[config.mk]
export PLATFORM = sky130hd
export DESIGN_NAME = hazard_forward_unit
export DESIGN_NICKNAME = d
export VERILOG_FILES = /design/src/rtl/hazard_forward_unit_pkg.sv /design/src/rtl/hazard_forward_unit_port.sv /design/src/rtl/hazard_forward_unit.sv
export SDC_FILE = /design/constraint.sdc
export NUM_CORES = 1
export LEC_CHECK = 0
export CORE_UTILIZATION = 45
export DETAILED_ROUTE_END_ITERATION = 10
export PLACE_DENSITY = 0.95
export REMOVE_ABC_BUFFERS = 1
export SYNTH_ARGS = -nofsm -noshare
export SYNTH_HDL_FRONTEND = slang
export SYNTH_HIERARCHICAL = 1
export SYNTH_SLANG_ARGS = --single-unit
[constraint.sdc]
create_clock -name clock -period 5.7 [get_ports clock]
set_input_delay 0.855 -clock clock [delete_from_list [all_inputs] [get_ports clock]]
set_output_delay 0.855 -clock clock [all_outputs]
set_load 0.01 [all_outputs]
[src/rtl/hazard_forward_unit_pkg.sv]
// Shared pipeline definitions: stage result record, forwarding source codes,
// zero-register id and the saturating counter helper.
package hazard_forward_unit_pkg;

  // Stage records are carried at the pipeline's native operand/register widths.
  localparam int PIPE_DATA_WIDTH   = 32;
  localparam int PIPE_REG_ID_WIDTH = 5;

  localparam logic [PIPE_REG_ID_WIDTH-1:0] ZERO_REG = '0;

  typedef enum logic [1:0] {
    SRC_REGFILE = 2'd0,
    SRC_STAGE   = 2'd1,
    SRC_HELD    = 2'd2,
    SRC_STALL   = 2'd3
  } fwd_src_e;

  typedef struct packed {
    logic [PIPE_REG_ID_WIDTH-1:0] reg_id;
    logic                         ready;
    logic [PIPE_DATA_WIDTH-1:0]   data;
  } stage_result_t;

  function automatic logic [7:0] sat_inc8(input logic [7:0] value);
    return (value == 8'hff) ? value : value + 8'd1;
  endfunction

endpackage

[src/rtl/hazard_forward_unit_port.sv]
// One source-operand port: youngest-first stage lookup plus the registered
// operand, source code and stall bit held for the instruction in decode.
module forward_port
  import hazard_forward_unit_pkg::*;
#(
  parameter int NUM_STAGES   = 3,
  parameter int DATA_WIDTH   = 32,
  parameter int REG_ID_WIDTH = 5
) (
  input  logic                             clock,
  input  logic                             reset,
  input  logic                             flush,
  input  logic                             tag_change,
  input  logic                             used,
  input  logic [REG_ID_WIDTH-1:0]          reg_id,
  input  logic [DATA_WIDTH-1:0]            rf_data,
  input  stage_result_t [NUM_STAGES-1:0]   stages,
  output logic [DATA_WIDTH-1:0]            data,
  output logic [1:0]                       source,
  output logic                             stall,
  output logic                             stall_next
);

  logic [PIPE_REG_ID_WIDTH-1:0] reg_id_ext;
  logic                         active;
  logic                         hit;
  logic                         hit_ready;
  logic [DATA_WIDTH-1:0]        hit_data;
  logic                         lookup_stall;
  logic [DATA_WIDTH-1:0]        lookup_data;
  fwd_src_e                     lookup_src;

  logic [DATA_WIDTH-1:0]        data_d;
  fwd_src_e                     src_q, src_d;

  assign reg_id_ext = PIPE_REG_ID_WIDTH'(reg_id);
  assign active     = used && (reg_id_ext != ZERO_REG);

  // Scanning oldest to youngest lets the lowest-index match overwrite the rest.
  always_comb begin
    hit       = 1'b0;
    hit_ready = 1'b0;
    hit_data  = '0;
    for (int s = NUM_STAGES - 1; s >= 0; s--) begin
      if (stages[s].reg_id == reg_id_ext) begin
        hit       = 1'b1;
        hit_ready = stages[s].ready;
        hit_data  = DATA_WIDTH'(stages[s].data);
      end
    end
  end

  always_comb begin
    lookup_stall = active && hit && !hit_ready;
    lookup_data  = (active && hit && hit_ready) ? hit_data : rf_data;
    lookup_src   = (active && hit && hit_ready) ? SRC_STAGE : SRC_REGFILE;
  end

  // Outputs move only on a new instruction, a stall transition or a flush;
  // a stall exit without a new instruction freezes the operand as "held".
  always_comb begin
    data_d     = data;
    src_d      = src_q;
    stall_next = stall;
    if (flush) begin
      stall_next = 1'b0;
      src_d      = SRC_REGFILE;
    end else if (tag_change) begin
      stall_next = lookup_stall;
      src_d      = lookup_stall ? SRC_STALL : lookup_src;
      data_d     = lookup_data;
    end else if (lookup_stall != stall) begin
      stall_next = lookup_stall;
      if (lookup_stall) begin
        src_d = SRC_STALL;
      end else begin
        src_d  = SRC_HELD;
        data_d = lookup_data;
      end
    end
  end

  always_ff @(negedge clock) begin
    if (reset) begin
      data  <= '0;
      src_q <= SRC_REGFILE;
      stall <= 1'b0;
    end else begin
      data  <= data_d;
      src_q <= src_d;
      stall <= stall_next;
    end
  end

  assign source = src_q;

endmodule

[src/rtl/hazard_forward_unit.sv]
// Operand forwarding / hazard unit: per-port lookup in forward_port, with the
// instruction tag, stall-length counter and stall watchdog kept here.
module hazard_forward_unit
  import hazard_forward_unit_pkg::*;
#(
  parameter int NUM_PORTS        = 2,
  parameter int NUM_STAGES       = 3,
  parameter int DATA_WIDTH       = 32,
  parameter int REG_ID_WIDTH     = 5,
  parameter int MAX_STALL_CYCLES = 15
) (
  input  logic                             clock,
  input  logic                             reset,
  input  logic                             flush,
  input  logic [31:0]                      program_counter,
  input  logic [NUM_PORTS-1:0]             port_used,
  input  logic [NUM_PORTS*REG_ID_WIDTH-1:0] port_reg_id,
  input  logic [NUM_PORTS*DATA_WIDTH-1:0]  port_rf_data,
  input  logic [NUM_STAGES*REG_ID_WIDTH-1:0] stage_reg_id,
  input  logic [NUM_STAGES-1:0]            stage_data_ready,
  input  logic [NUM_STAGES*DATA_WIDTH-1:0] stage_data,
  output logic [NUM_PORTS*DATA_WIDTH-1:0]  forwarded_data,
  output logic [NUM_PORTS*2-1:0]           forward_source,
  output logic                             stall,
  output logic [7:0]                       stall_cycles,
  output logic                             stall_timeout
);

  stage_result_t [NUM_STAGES-1:0] stages;
  logic [31:0]                    tag_q;
  logic                           tag_change;
  logic [NUM_PORTS-1:0]           port_stall;
  logic [NUM_PORTS-1:0]           port_stall_next;
  logic [7:0]                     cycles_d;

  assign tag_change = (program_counter != tag_q);

  for (genvar s = 0; s < NUM_STAGES; s++) begin : g_stage
    assign stages[s].reg_id = PIPE_REG_ID_WIDTH'(stage_reg_id[s*REG_ID_WIDTH +: REG_ID_WIDTH]);
    assign stages[s].ready  = stage_data_ready[s];
    assign stages[s].data   = PIPE_DATA_WIDTH'(stage_data[s*DATA_WIDTH +: DATA_WIDTH]);
  end

  for (genvar p = 0; p < NUM_PORTS; p++) begin : g_port
    forward_port #(
      .NUM_STAGES  (NUM_STAGES),
      .DATA_WIDTH  (DATA_WIDTH),
      .REG_ID_WIDTH(REG_ID_WIDTH)
    ) u_port (
      .clock     (clock),
      .reset     (reset),
      .flush     (flush),
      .tag_change(tag_change),
      .used      (port_used[p]),
      .reg_id    (port_reg_id[p*REG_ID_WIDTH +: REG_ID_WIDTH]),
      .rf_data   (port_rf_data[p*DATA_WIDTH +: DATA_WIDTH]),
      .stages    (stages),
      .data      (forwarded_data[p*DATA_WIDTH +: DATA_WIDTH]),
      .source    (forward_source[p*2 +: 2]),
      .stall     (port_stall[p]),
      .stall_next(port_stall_next[p])
    );
  end

  assign stall = |port_stall;

  // The counter measures one instruction's stall; a new instruction restarts it.
  always_comb begin
    cycles_d = 8'd0;
    if (!flush && !tag_change && (|port_stall_next)) begin
      cycles_d = sat_inc8(stall_cycles);
    end
  end

  always_ff @(negedge clock) begin
    if (reset) begin
      tag_q         <= 32'hffff_ffff;
      stall_cycles  <= 8'd0;
      stall_timeout <= 1'b0;
    end else begin
      tag_q         <= flush ? 32'hffff_ffff : program_counter;
      stall_cycles  <= cycles_d;
      stall_timeout <= stall_timeout | (cycles_d == 8'(MAX_STALL_CYCLES));
    end
  end

endmodule

==> flow_metrics.env, run 1 <==
export IMPL_synth_seq_cells=111
export IMPL_status="stopped before the end"
export IMPL_cts_sinks=111
export IMPL_place_congestion=0.9793
export IMPL_start_util_pct=46.37
export IMPL_synth_cell_area_mm2=0.006461
export IMPL_row_count=43
export IMPL_syn_inst=805
export IMPL_tool_error="[ERROR GRT-0232] Routing congestion too high. Check the congestion heatmap in the GUI."
export IMPL_synth_edf_count=0
export IMPL_ys_seq_area_share_pct=34.39
export IMPL_synthDistinctLibCells=49
export IMPL_overflow=183
export IMPL_cts_root_buf="clkbuf_16"
export IMPL_synthArstFlopShare_pct=0
export IMPL_cts_max_path_buffers=2
export IMPL_dp_final_hpwl_um=21290
export IMPL_dp_cells=1294
export IMPL_cts_buffers=9
export IMPL_cts_max_level=3
export IMPL_pin_count=303
export IMPL_synthFlopType="dfxtp_1"
export IMPL_grt_usage_pct=81.02
export IMPL_crit_endpoint="stall_timeout$_SDFF_NP0_/D"
export IMPL_syn_avg_cell_area_um2=8.026
export IMPL_dieHeight_um=121.8
export IMPL_grt_max_degree=57
export IMPL_dp_slack_ns=-1.324
export IMPL_io_buffers=302
export IMPL_fp_dieW_um=121.8
export IMPL_yosys_warnings=6
export IMPL_worstEpCategory="register input"
export IMPL_stop_stage="global routing (5_1_grt)"
[cells in the mapped netlist (2+ instances only)]
| cell | instances | area, um2 |
|---|---|---|
| buf_2 | 14 | 70.07 |
| o311a_1 | 2 | 20.02 |
| ha_1 | 5 | 62.56 |
| a211o_1 | 2 | 17.52 |
| o21ai_1 | 2 | 10.01 |
| nand4_1 | 9 | 56.30 |
| or3_1 | 34 | 212.7 |
| nor4_1 | 62 | 387.9 |
| buf_1 | 2 | 7.510 |
| a31o_2 | 2 | 17.52 |
| a21oi_1 | 5 | 25.02 |
| or4_1 | 2 | 15.01 |
| a221oi_1 | 64 | 560.5 |
| dfxtp_1 | 111 | 2222 |
| a211oi_1 | 66 | 495.5 |
| and3_1 | 4 | 25.02 |
| o21ai_0 | 2 | 10.01 |
| inv_1 | 10 | 37.54 |
| or2_1 | 4 | 25.02 |
| a311oi_1 | 5 | 43.79 |
| nand2_1 | 14 | 52.55 |
| clkbuf_1 | 60 | 225.2 |
| a211oi_2 | 4 | 50.05 |
| nor3_4 | 2 | 32.53 |
| xor2_1 | 22 | 192.7 |
| nor2b_1 | 2 | 12.51 |
| nor3_2 | 2 | 20.02 |
| a32o_1 | 2 | 20.02 |
| a2bb2oi_1 | 2 | 17.52 |
| nor2_1 | 145 | 544.3 |
| nor3_1 | 72 | 360.4 |
| nand2b_1 | 3 | 18.77 |
| o22ai_2 | 2 | 25.02 |
| nand3_1 | 7 | 35.03 |
| and2_1 | 4 | 25.02 |
| xnor2_1 | 42 | 367.9 |
[kinds of logic after synthesis]
| kind of cell | Yosys count | share of synthesized area [%] |
|---|---|---|
| compound gates | 163 | 20.78 |
| xor+xnor | 64 | 8.675 |
| fa+ha+maj | 5 | 0.9682 |
| buf+inv | 86 | 5.267 |
| flops | 111 | 34.39 |
| mux | 1 | 0.1549 |
| simple gates | 375 | 29.76 |
[repair_timing]
item,in CTS
hold buffers,0
gates resized for setup,338
setup endpoints to repair,79
setup buffers,49
cloned,7
pin swaps,104
[per-layer routing]
layer  GRT overflow  global-route usage [%]
met1              2                   79.94
met2             92                   98.02
met3              1                   61.10
met4             88                   93.29
met5              0                   19.44
[metrics by stage]
step	hold slack (ns)	util, %	cell area, um2
floorplan	0.5017	-	6158
global placement	0.4742	73.43	10230
detailed placement	0.4874	73.43	10230
CTS	0.4917	87.05	12130
==> inputs of run 2 (changes only) <==
--- a/config.mk
+++ b/config.mk
@@ -5,9 +5,9 @@
 export SDC_FILE = /design/constraint.sdc
 export NUM_CORES = 1
 export LEC_CHECK = 0
-export CORE_UTILIZATION = 45
+export CORE_UTILIZATION = 40
 export DETAILED_ROUTE_END_ITERATION = 10
-export PLACE_DENSITY = 0.95
+export PLACE_DENSITY_LB_ADDON = 0.15
 export REMOVE_ABC_BUFFERS = 1
 export SYNTH_ARGS = -nofsm -noshare
 export SYNTH_HDL_FRONTEND = slang
==> flow_metrics.env, run 2 <==
export IMPL_status="finished, violations left"
export IMPL_violations="setup timing"
export IMPL_netlist_top_cell_by_area="dfxtp_1"
export IMPL_grt_pass1_wl_um=48320
export IMPL_cts_max_path_buffers=2
export IMPL_synth_most_common_cell="nor2_1"
export IMPL_synthMuxAreaShare_pct=0.1549
export IMPL_largest_reg_flops=64
export IMPL_remaining_drc_errors=0
export IMPL_num_fill_cells=992
export IMPL_ant_nets=0
export IMPL_synth_simple_area_share_pct=29.76
export IMPL_grt_pass1_vias=9111
export IMPL_critPathLaunchType="primary input"
export IMPL_dp_cells=1333
export IMPL_grt_usage_pct=38.10
export IMPL_final_util_pct=80.06
export IMPL_leakagePower_nw=5.079
export IMPL_min_path_type="flop to flop"
export IMPL_dp_final_hpwl_um=20300
export IMPL_core_mm2=0.01583
export IMPL_fp_dieW_um=129.1
export IMPL_finish_instance_area_mm2=0.01267
export IMPL_fin_skew_ns=0.04202
export IMPL_hold_buffers=0
export IMPL_maxSlewHeadroom_pct=47.52
export IMPL_largest_register="g_port.u_port/data"
export IMPL_place_area_mm2=0.01022
export IMPL_overflow=0
export IMPL_ys_top_cells_by_area="dfxtp_1 (34%), a221oi_1 (8.7%), nor2_1 (8.4%)"
export IMPL_grt_max_degree=47
export IMPL_vias=9174
export IMPL_p_per_area_mw_per_mm2=197.6
export IMPL_synthFlopType="dfxtp_1"
export IMPL_synthDistinctLibCells=49
export IMPL_clock_latency_ns=0.45
export IMPL_drt_total_wl_um=33570
export IMPL_drive_gt1_share_pct=27.28
export IMPL_drt_initial_drc_count=1032
export IMPL_synth_edf_count=0
export IMPL_firstDrtPassIters=6
export IMPL_cts_sinks=111
export IMPL_critical_path_class="primary input to flop"
export IMPL_antenna_found_initial=1
export IMPL_dieHeight_um=129.1
export IMPL_report_final_hold_viol_count=0
export IMPL_synth_top_family_by_area="simple AND/OR/NAND/NOR gates"
export IMPL_synth_cell_area_mm2=0.006461
export IMPL_finalSetupViolCount=73
export IMPL_cts_tree="built"
export IMPL_yosys_warnings=6
export IMPL_clk_pin_slew_ns=0.05
export IMPL_synth_compound_area_share_pct=20.78
export IMPL_start_util_pct=40.82
export IMPL_top_regs="g_port.u_port/data (64), tag_q (32), stall_cycles (8)"
export IMPL_drv_slew=0
export IMPL_row_count=46
export IMPL_synth_seq_cells=111
export IMPL_cp_data_required_time_ns=3.20
export IMPL_whs_ns=0.4888
export IMPL_syn_inst=805
export IMPL_die_area_mm2=0.01667
export IMPL_synthXorXnorAreaFrac_pct=8.675
export IMPL_io_buffers=302
export IMPL_rsz0062_at_grt="true"
export IMPL_setup_ws_ns=-0.2630
export IMPL_viasPerCell=6.020
export IMPL_end_kind="flop"
export IMPL_ys_seq_area_share_pct=34.39
export IMPL_drv_cap=0
export IMPL_syn_avg_cell_area_um2=8.026
export IMPL_cts_root_buf="clkbuf_16"
export IMPL_cts_max_level=3
export IMPL_wl_per_cell_um=22.03
export IMPL_synthTopCellsByCount="nor2_1 (145), dfxtp_1 (111), nor3_1 (72)"
export IMPL_worst_pin_slew_ns=0.7800
export IMPL_num_nets_final=1530
export IMPL_cts_buffers=9
export IMPL_synthArstFlopShare_pct=0
export IMPL_crit_fanout=26
export IMPL_pin_count=303
export IMPL_final_common_cell="clkdlybuf4s50_1"
export IMPL_mostFrequentLayoutCells="clkdlybuf4s50_1 (251), nor2_1 (137), inv_1 (114)"
export IMPL_synthToLayoutAreaGrowth_pct=96.11
export IMPL_final_cells=1524
export IMPL_synthAdderAreaFrac_pct=0.9682
export IMPL_worstPathArrival_ns=3.47
export IMPL_ir_worst_vdd_mv=0.1623
export IMPL_place_congestion=0.8998
export IMPL_yosysTopAreaCellShare_pct=34.39
## run 2: path summary, 6_finish.rpt
kind	from	to	slack, ns	depth (start not counted)
worst max register to register	tag_q[18]	g_port[0].u_port/data[11]	3.15	12
worst min-delay path	stall_timeout	stall_timeout	0.49	2
worst max-delay path	port_reg_id[1]	g_port[0].u_port/data[8]	-0.26	17
worst min register to register	stall_timeout	stall_timeout	0.49	2
## run 2: critical path: stages
cell and delay (ns):
buf_6 0.10, buf_6 0.14, xor2_2 0.17, nor2_2 0.06, nand2_2 0.11, buf_4 0.12, buf_4 0.09, buf_4 0.09
buf_4 0.09, buf_4 0.09, buf_4 0.11, buf_4 0.10, buf_4 0.32, nor2_1 0.10, nor4_1 0.61, a211oi_2 0.10
nor3_1 0.20
## run 2: what timing repair did
action	in CTS	in global routing
cloned	9	3
endpoints found under the setup margin	79	73
hold endpoints to repair	0	0
pin swaps	68	58
gates resized for setup	269	88
setup buffers	41	14
## run 2: cell families after synthesis
logic type	Yosys count
xor+xnor	64
compound gates	163
buf+inv	86
mux	1
flops	111
fa+ha+maj	5
simple gates	375
## run 2: layout make-up
| class | instances | area (um2) | area share [%] |
|---|---|---|---|
| inverters | 7 | 33.78 | 0.2666 |
| well taps | 216 | 270.3 | 2.133 |
| diodes | 3 | 7.507 | 0.05925 |
| multi-input cells | 609 | 4938 | 38.98 |
| clock buffers | 9 | 225.2 | 1.777 |
| repair buffers | 451 | 4504 | 35.55 |
| clock inverters | 118 | 469.2 | 3.703 |
| flip-flops and latches | 111 | 2222 | 17.54 |
## run 2: report_power, final
| group | leakage [nW] | internal, mW | switching, mW |
|---|---|---|---|
| combinational | 3.43 | 0.374 | 0.312 |
| sequential | 0.917 | 0.823 | 0.0243 |
| clock | 0.731 | 0.407 | 0.564 |
## run 2: metrics by stage
stage	setup WS, ns	power [mW]	setup TNS [ns]
finish	-0.2630	2.504	-9.788
global route	-0.2957	2.648	-14.99
CTS	-0.1082	2.432	-1.174
floorplan	-1.972	1.154	-136.75
detailed placement	-1.150	1.517	-82.77
global placement	-1.068	1.512	-76.71
## run 2: routing by layer
layer	wire length, um	global-route usage [%]
met3	3855	14.33
met2	15850	63.02
met4	1855	20.97
met1	12020	42.45
met5	0	0
Note: power is estimated with default switching activity, not from simulation.
==> inputs of run 3 (changes only) <==
--- a/config.mk
+++ b/config.mk
@@ -7,6 +7,7 @@
 export LEC_CHECK = 0
 export CORE_UTILIZATION = 40
 export DETAILED_ROUTE_END_ITERATION = 10
+export HOLD_SLACK_MARGIN = 0.02
 export PLACE_DENSITY_LB_ADDON = 0.15
 export REMOVE_ABC_BUFFERS = 1
 export SYNTH_ARGS = -nofsm -noshare
==> results of run 3 <==
Same layout as run 2: the final DEF is identical, and so are final timing and power.
==> inputs of run 4 (changes only) <==
--- a/config.mk
+++ b/config.mk
@@ -5,12 +5,12 @@
 export SDC_FILE = /design/constraint.sdc
 export NUM_CORES = 1
 export LEC_CHECK = 0
-export CORE_UTILIZATION = 40
+export CORE_UTILIZATION = 23
+export CTS_CLUSTER_SIZE = 16
 export DETAILED_ROUTE_END_ITERATION = 10
 export HOLD_SLACK_MARGIN = 0.02
 export PLACE_DENSITY_LB_ADDON = 0.15
 export REMOVE_ABC_BUFFERS = 1
 export SYNTH_ARGS = -nofsm -noshare
 export SYNTH_HDL_FRONTEND = slang
-export SYNTH_HIERARCHICAL = 1
 export SYNTH_SLANG_ARGS = --single-unit
==> flow_metrics.env, run 4 <==
export IMPL_syn_inst=786
export IMPL_finalSetupViolCount=65
export IMPL_grt_max_degree=97
export IMPL_netlist_top_cell_by_area="dfxtp_1"
export IMPL_remaining_drc_errors=0
export IMPL_cts_max_path_buffers=2
export IMPL_min_from="g_port[1].u_port.source[1]"
export IMPL_cts_buffers=9
export IMPL_largest_reg_flops=64
export IMPL_ant_nets=0
export IMPL_grt_usage_pct=22.89
export IMPL_grt_pass1_wl_um=49880
export IMPL_wl_per_cell_um=20.22
export IMPL_mostFrequentLayoutCells="clkdlybuf4s50_1 (250), inv_1 (119), dfxtp_1 (111)"
export IMPL_hold_buffers=0
export IMPL_crit_fanout=5
export IMPL_synth_edf_count=0
export IMPL_synthDistinctLibCells=53
export IMPL_drt_total_wl_um=33170
export IMPL_cp_top_family="compound AO/OA/AOI/OAI gates"
export IMPL_cts_root_buf="clkbuf_16"
export IMPL_cp_common_cell="buf_6"
export IMPL_max_stage_delay_ns=0.23
export IMPL_vias=8048
export IMPL_dieHeight_um=171.5
export IMPL_p_per_area_mw_per_mm2=208.8
export IMPL_maxSlewHeadroom_pct=62.64
export IMPL_dp_final_hpwl_um=20330
export IMPL_hold_depth=2
export IMPL_drv_slew=0
export IMPL_critPathLaunchType="primary input"
export IMPL_p_int_mw=1.676
export IMPL_grt_pass1_vias=8580
export IMPL_switching_share_pct=36.20
export IMPL_cts_tree="built"
export IMPL_cts_sinks=111
export IMPL_synth_cell_area_mm2=0.006611
export IMPL_pin_count=303
export IMPL_synthToLayoutAreaGrowth_pct=90.33
export IMPL_yosysTopAreaCellShare_pct=33.61
export IMPL_critical_path_class="primary input to flop"
export IMPL_power_total_mw=2.627
export IMPL_num_nets_final=1485
export IMPL_drive_gt1_share_pct=23.89
export IMPL_clock_latency_ns=0.43
export IMPL_ys_seq_area_share_pct=33.61
export IMPL_drv_cap=0
export IMPL_final_cells=1640
export IMPL_hold_end="g_port[1].u_port.source[1]"
export IMPL_core_mm2=0.02801
export IMPL_leakagePower_nw=5.049
export IMPL_synthArstFlopShare_pct=0
export IMPL_status="finished, violations left"
export IMPL_synthFlopType="dfxtp_1"
export IMPL_ys_top_cells_by_area="dfxtp_1 (34%), nor2_1 (6.5%), xor2_1 (5.4%)"
export IMPL_crit_chain="buf_8, xor2_1, nor3_2, buf_4, a211oi_4, a221oi_4, o21a_1, ha_4, or2_4, a21o_1, o221ai_4, buf_6, buf_6, buf_6, buf_16, nor2_4, a311oi_2"
export IMPL_ir_worst_vdd_mv=0.1413
export IMPL_worstPathArrival_ns=3.59
export IMPL_top_regs="g_port.u_port.data (64), tag_q (32), stall_cycles (8)"
export IMPL_worst_pin_slew_ns=0.5604
export IMPL_r2r_slack_ns=3.13
export IMPL_start_util_pct=23.60
export IMPL_overflow=0
export IMPL_cts_max_level=3
export IMPL_num_fill_cells=2811
export IMPL_final_common_cell="clkdlybuf4s50_1"
export IMPL_fin_skew_ns=0.02049
export IMPL_pwr_share_clk_pct=39.9
export IMPL_cp_slowest_cell="a221oi_4"
export IMPL_largest_register="g_port.u_port.data"
export IMPL_r2r_end="g_port[1].u_port.data[4]"
export IMPL_place_congestion=0.8078
export IMPL_setup_ws_ns=-0.4140
export IMPL_firstDrtPassIters=6
export IMPL_worst_r2r_cell_count=14
export IMPL_clk_pin_slew_ns=0.04
export IMPL_die_area_mm2=0.02943
export IMPL_row_count=61
export IMPL_synthTopCellsByCount="nor2_1 (114), dfxtp_1 (111), nand2_1 (75)"
export IMPL_antenna_found_initial=2
export IMPL_p_seq_share_pct=32.7
export IMPL_rsz0062_at_grt="true"
export IMPL_fp_dieW_um=171.5
export IMPL_drt_initial_drc_count=264
export IMPL_yosys_warnings=0
export IMPL_p_switching_mw=0.9512
export IMPL_report_final_hold_viol_count=0
export IMPL_p_comb_share_pct=27.4
export IMPL_synth_most_common_cell="nor2_1"
export IMPL_min_path_type="flop to flop"
export IMPL_viasPerCell=4.907
export IMPL_violations="setup timing"
export IMPL_r2r_start="tag_q[17]"
export IMPL_cp_data_required_time_ns=3.18
export IMPL_cp_buffers_inverters=6
export IMPL_end_kind="flop"
export IMPL_io_buffers=302
export IMPL_synth_seq_cells=111
export IMPL_syn_avg_cell_area_um2=8.411
export IMPL_dp_cells=1470
run 4: cell count changes in the layout (fill, tap and decap cells not counted), moves of 48 or more:
cell | before | now
nand2_1 | 10 | 70
nor3_1 | 61 | 2
nor4_1 | 53 | 3
a221oi_1 | 64 | 0
nor2_1 | 137 | 64
buf_4 | 111 | 63
run 4: cells by family (layout without fill, tap and decap cells):
kind of cell | after synthesis | count (layout) | synth area share, %
AO/OA/AOI/OAI | 191 | 191 | 25.66
buffers and inverters | 79 | 553 | 5.129
adder cells (fa/ha/maj) | 5 | 5 | 0.9463
multiplexers | 35 | 35 | 5.299
flip-flops | 111 | 111 | 33.61
other | 0 | 2 | 0
AND/OR/NAND/NOR | 300 | 300 | 20.74
XOR/XNOR | 65 | 65 | 8.611
run 4: routing by layer:
metal	routed length, um	vias to the layer above	global-route usage (%)
met4	885	0	9.627
met3	2942	67	8.928
met2	15560	352	37.00
met1	13780	3782	26.79
li1	-	3847	-
met5	0	-	0
run 4: through the flow:
step / area (um2) / setup TNS, ns / setup slack [ns] / hold slack, ns / utilization, %
2_1_floorplan: 6306 / -160.96 / -2.390 / 0.4798 / -
3_3_place_gp: 10490 / -78.66 / -1.180 / 0.4552 / 37.44
3_5_place_dp: 10490 / -81.86 / -1.258 / 0.4585 / 37.44
4_1_cts: 12380 / -12.27 / -0.4040 / 0.4644 / 44.20
5_1_grt: 12580 / -21.34 / -0.5467 / 0.4843 / 44.92
6_report: 12580 / -14.73 / -0.4140 / 0.4578 / 44.92
run 4: how the worst max path moves through the flow:
stage	start	end	slack [ns]	cells after the start
after floorplan	stage_reg_id[6]	g_port[1].u_port.data[0]	-2.39	11
after global placement	port_reg_id[8]	g_port[1].u_port.data[15]	-1.18	14
after detailed placement	port_reg_id[8]	g_port[1].u_port.data[12]	-1.26	14
after CTS	port_reg_id[7]	g_port[1].u_port.data[4]	-0.40	17
after global routing	stage_reg_id[9]	g_port[1].u_port.data[28]	-0.55	17
final	stage_reg_id[9]	g_port[1].u_port.data[5]	-0.41	17
run 4: layout make-up:
class | count | area, um2 | area share (%)
antenna | 2 | 5.005 | 0.03977
clock inverter | 118 | 519.2 | 4.126
multi-input combinational | 596 | 4677 | 37.17
sequential | 111 | 2222 | 17.66
clock buffer | 9 | 225.2 | 1.790
inverter | 8 | 30.03 | 0.2386
tap | 378 | 473.0 | 3.759
timing repair buffer | 418 | 4432 | 35.22
run 4: worst min-delay path, cell delays in order, from the launching register on:
cell	delay, ns
dfxtp_1	0.30
inv_1	0.05
a31oi_1	0.06
run 4: power groups by stage:
stage | combinational (mW) | clock, mW | sequential [mW]
CTS | 0.711 | 1.11 | 0.855
global route | 0.768 | 1.20 | 0.863
global placement | 0.582 | 0.119 | 0.862
finish | 0.720 | 1.05 | 0.859
floorplan | 0.187 | 0.119 | 0.879
detailed placement | 0.583 | 0.119 | 0.862
run 4: repair_timing:
item,CTS,global route
gates resized for setup,277,63
setup buffers,31,6
pin swaps,88,50
gates cloned,16,2
endpoints found under the setup margin,76,65
